`config.mk`:
```
export PLATFORM = sky130hd
export DESIGN_NAME = round_countdown_timer
export DESIGN_NICKNAME = d
export VERILOG_FILES = /design/src/rtl/round_countdown_timer.sv
export SDC_FILE = /design/constraint.sdc
export NUM_CORES = 1
export LEC_CHECK = 0
export BUFFER_PORTS_ARGS = -buffer_cell sky130_fd_sc_hd__buf_2
export CAP_MARGIN = 20
export CORE_AREA = 2 2 78 80
export CTS_CLUSTER_DIAMETER = 50
export DETAILED_ROUTE_END_ITERATION = 16
export DIE_AREA = 0 0 80 82
export REMOVE_ABC_BUFFERS = 1
export SYNTH_ARGS = -nofsm -noshare
export SYNTH_HDL_FRONTEND = slang
export SYNTH_SLANG_ARGS = --single-unit
```
`constraint.sdc`:
```
create_clock -name clk -period 2.5 [get_ports clk]
set_input_delay 0.5 -clock clk [delete_from_list [all_inputs] [get_ports clk]]
set_output_delay 0.5 -clock clk [all_outputs]
set_load 0.02 [all_outputs]
```
`src/rtl/round_countdown_timer.sv`:
```
// Programmable per-round countdown timer.
// A prescaler turns clk cycles into 1 s ticks, and a seconds counter counts down on each tick.
// Supports start/restart, pause, abort and auto-reload for back-to-back rounds.
// Every output is either a register or a decode of the state register, so no input
// reaches an output combinationally.

module round_countdown_timer #(
    parameter int unsigned TICK_CYCLES = 781250,
    parameter int unsigned SEC_WIDTH   = 7
) (
    input  logic                 clk,
    input  logic                 reset,
    input  logic                 start,
    input  logic                 pause,
    input  logic                 abort,
    input  logic                 auto_reload,
    input  logic [SEC_WIDTH-1:0] load_secs,
    output logic [SEC_WIDTH-1:0] secs_left,
    output logic                 tick,
    output logic                 expired,
    output logic                 running,
    output logic                 hit_target
);

    // Prescaler wide enough to hold TICK_CYCLES-1.
    localparam int unsigned PreWidth = (TICK_CYCLES > 2) ? $clog2(TICK_CYCLES) : 1;
    localparam logic [PreWidth-1:0]  PreMax = PreWidth'(TICK_CYCLES - 1);
    localparam logic [SEC_WIDTH-1:0] SecOne = SEC_WIDTH'(1);

    typedef enum logic [1:0] {
        StIdle,
        StRun,
        StPaused,
        StDone
    } state_e;

    state_e                state_q, state_d;
    logic [PreWidth-1:0]   prescaler_q, prescaler_d;
    logic [SEC_WIDTH-1:0]  secs_q, secs_d;
    logic [SEC_WIDTH-1:0]  reload_q, reload_d;
    logic                  tick_q, tick_d;
    logic                  expired_q, expired_d;

    // State and datapath registers; synchronous active-high reset.
    always_ff @(posedge clk) begin
        if (reset) begin
            state_q     <= StIdle;
            prescaler_q <= '0;
            secs_q      <= '0;
            reload_q    <= '0;
            tick_q      <= 1'b0;
            expired_q   <= 1'b0;
        end else begin
            state_q     <= state_d;
            prescaler_q <= prescaler_d;
            secs_q      <= secs_d;
            reload_q    <= reload_d;
            tick_q      <= tick_d;
            expired_q   <= expired_d;
        end
    end

    // Next-state logic: abort beats start, and start beats pause/count.
    always_comb begin
        state_d     = state_q;
        prescaler_d = prescaler_q;
        secs_d      = secs_q;
        reload_d    = reload_q;
        tick_d      = 1'b0;
        expired_d   = 1'b0;

        if (abort) begin
            state_d     = StIdle;
            secs_d      = '0;
            prescaler_d = '0;
        end else if (start) begin
            reload_d    = load_secs;
            prescaler_d = '0;
            if (load_secs != '0) begin
                secs_d  = load_secs;
                state_d = StRun;
            end else begin
                // A zero-length round expires immediately.
                secs_d    = '0;
                state_d   = StDone;
                expired_d = 1'b1;
            end
        end else if ((state_q == StRun) || (state_q == StPaused)) begin
            // Pause is re-sampled every edge, so each paused edge delays expiry by one cycle.
            if (pause) begin
                state_d = StPaused;
            end else begin
                state_d = StRun;
                if (prescaler_q != PreMax) begin
                    prescaler_d = prescaler_q + 1'b1;
                end else begin
                    prescaler_d = '0;
                    tick_d      = 1'b1;
                    if (secs_q > SecOne) begin
                        secs_d = secs_q - SecOne;
                    end else if (auto_reload) begin
                        // Reload directly, so the display never shows 0 between rounds.
                        secs_d    = reload_q;
                        expired_d = 1'b1;
                        state_d   = StRun;
                    end else begin
                        secs_d    = '0;
                        expired_d = 1'b1;
                        state_d   = StDone;
                    end
                end
            end
        end
    end

    // Outputs come from registers or are decoded from the state register.
    always_comb begin
        secs_left  = secs_q;
        tick       = tick_q;
        expired    = expired_q;
        running    = (state_q == StRun);
        hit_target = (state_q == StIdle) || (state_q == StDone);
    end

endmodule

```
==> reports/results.ini <==
[outcome]
status=finished clean

[logic_synthesis]
yosys.area.top_type_share_pct=39.1
synth_warnings=0
seq_area_frac_synth_pct=39.1
synth_area_per_cell_um2=8.39
synthArstFlopShare_pct=0
synth-seq-cells=38
synth_ff_type=dfxtp_1
yosysTopAreaCell=dfxtp_1
synthTopCellsByArea=dfxtp_1, nor2_1, xor2_1
syn_area_um2=1950
synth-edff-count=0
ys_types=43
syn_inst=232

[finish]
design_area_um2=2240
syn2layout_area_growth_pct=15.0
drive_gt1_share_pct=16.2
antenna_cells=0
nets=279
fill_cells=615

[clocking]
clk_pin_slew_ns=0.07
cts_root_buf=clkbuf_8
cts_inserted_buffers=5
post_cts_buffers=0
cts_tree=yes
htree_levels=2
insertion_delay_ns=0.29
cts_hold_buffers=0
cts_max_path_buffers=2
cts_resized=0
clock-sinks=38

[grt]
grt_pass1_vias=1549
antenna_found_initial=0
grt_overflow=0
grt_use_total_pct=14.6
grt_max_degree=18
grt_pass1_wl_um=7330

[hold_path]
hold_depth=3
hold_path.class=primary input to flip-flop

[timing]
rsz0062_at_grt=false
setup_tns_ns=0
hold_viol_final=0
min_period_over_period_pct=85.5
fin_crit_ns=2.14
slew_headroom_pct=66.3
finalMaxSlewViolations=0
fin_skew_ns=0.00616
fmax_ghz=0.468
tightestPinTransition_ns=0.502
holdWs_ns=0.459
setup_viol=0

[die]
die_w_um=80
core_um2=5750
row_count=28
die_y_um=82
initial_utilization_pct=33.9
dieArea_um2=6560
ios=24

[pwr]
clkPwrFrac_pct=35.6
internal_power_uw=878
vdd_drop_max_mv=0.247
comb_power_share_pct=10.7
p_per_area_nw_per_um2=521
static-leakage-power_nw=0.821
netSwitchingPower_uw=289
p_total_mw=1.17
p_sw_share_pct=24.8
pwr-share-seq_pct=53.7

[placement]
hpwlAfterDp_um=3310
place_area_um2=2160
place.port_buffers=23
gp_congestion=0.814

[worst_setup_path]
cp_max_fo=12
cp.arrival_ns=2.31
r2r_cells=7
end_kind=flip-flop
cp.required_ns=2.67
crit_type=flip-flop to flip-flop
cp-start-kind=flip-flop

[drt]
dr.first_iter.drc_count=79
ant_nets=0
drtPass1Iterations=7
wire_per_inst_um=13.4
drc=0
via_per_inst=5.15
vias=1726
finalWirelength_um=4480

[run]
cap_violations=0

[metrics by stage]
stage          util, %  setup slack, ns  cells
2_1_floorplan        -            0.287    224
3_3_place_gp      37.5            0.481    329
3_5_place_dp      37.5            0.395    329
4_1_cts           39.0            0.377    335
5_1_grt           39.0            0.200    335
6_report          39.0            0.364    335
[worst paths after layout]
kind,startpoint,to,slack [ns]
setup / recovery,prescaler_q[0]$_SDFFE_PP0P_,secs_left[6]$_SDFFE_PP0P_,0.36
hold / removal,load_secs[1],secs_left[1]$_SDFFE_PP0P_,0.46
setup reg to reg,prescaler_q[0]$_SDFFE_PP0P_,secs_left[6]$_SDFFE_PP0P_,0.36
hold reg to reg,reload_q[1]$_SDFFE_PP0P_,reload_q[1]$_SDFFE_PP0P_,0.50
[per-layer routing]
metal	track usage, %	vias up	wire length [µm]
met1	17.7	809	2070
li1	-	868	-
met3	3.52	7	206
met5	0	-	0
met4	5.76	0	65
met2	24.9	42	2130
[final cells by class]
type                            instances  area, µm²  share of cell area (%)
Clock buffer                            6       82.6                    3.69
Inverter                                7       26.3                    1.17
Multi-Input combinational cell        179       1110                    49.5
Sequential cell                        38        761                    34.0
Tap cell                               75       93.8                    4.19
Timing Repair Buffer                   30        168                    7.49
[state kept, by name (all words and copies together) (netlist names)]
signal       flops
expired          1
prescaler_q     20
reload_q         7
secs_left        7
state_q          2
tick             1
[placed cells by master, fill, tap and decap left out, types with 3 or more instances in the layout]
master,netlist,routed
nand3_1,12,12
ha_1,5,5
dfxtp_1,38,38
o21ai_0,3,3
xor2_1,15,15
o211ai_1,3,3
a21oi_1,7,7
mux2i_1,12,12
clkbuf_8,0,6
nand2_1,29,29
inv_1,6,6
nor3_1,12,12
buf_4,1,7
nor2_1,37,37
xnor2_1,5,5
and4_1,3,3
buf_2,1,23
nand4_1,8,8
[synthesized netlist by cell type (all sizes together), types with 2 or more instances]
cell     number
dfxtp        38
nor2         37
nand2        29
nor3         15
xor2         15
mux2i        12
nand3        12
nand4         8
a21oi         7
inv           6
ha            5
xnor2         5
buf           4
clkbuf        4
and4          3
o211ai        3
o21ai         3
a31oi         2
nor4          2
nor4b         2
o2111ai       2
or4           2
[power by group through the flow]
stage / logic (mW) / clock network (mW) / registers (mW)
6_report: 0.125 / 0.416 / 0.627
5_1_grt: 0.139 / 0.459 / 0.628
4_1_cts: 0.126 / 0.433 / 0.626
3_5_place_dp: 0.126 / 0 / 0.641
3_3_place_gp: 0.125 / 0 / 0.640
2_1_floorplan: 0.0737 / 0 / 0.642
[worst max-delay path, stage by stage (launching register included)]
cell	delay, ns
dfxtp_1	0.42
ha_1	0.18
or4b_1	0.46
nor3_2	0.22
and4_1	0.22
buf_4	0.19
nor4b_1	0.26
nor3_1	0.08
[cells by family after synthesis]
logic type	count (synthesis)	share of synthesized area, %
AND/OR/NAND/NOR	117	29.7
flip-flops	38	39.1
AO/OA/AOI/OAI	25	8.87
XOR/XNOR	20	9.00
buffers and inverters	15	3.98
multiplexers	12	6.17
adder cells (fa/ha/maj)	5	3.21
Note: power is estimated with default switching activity, not from simulation.
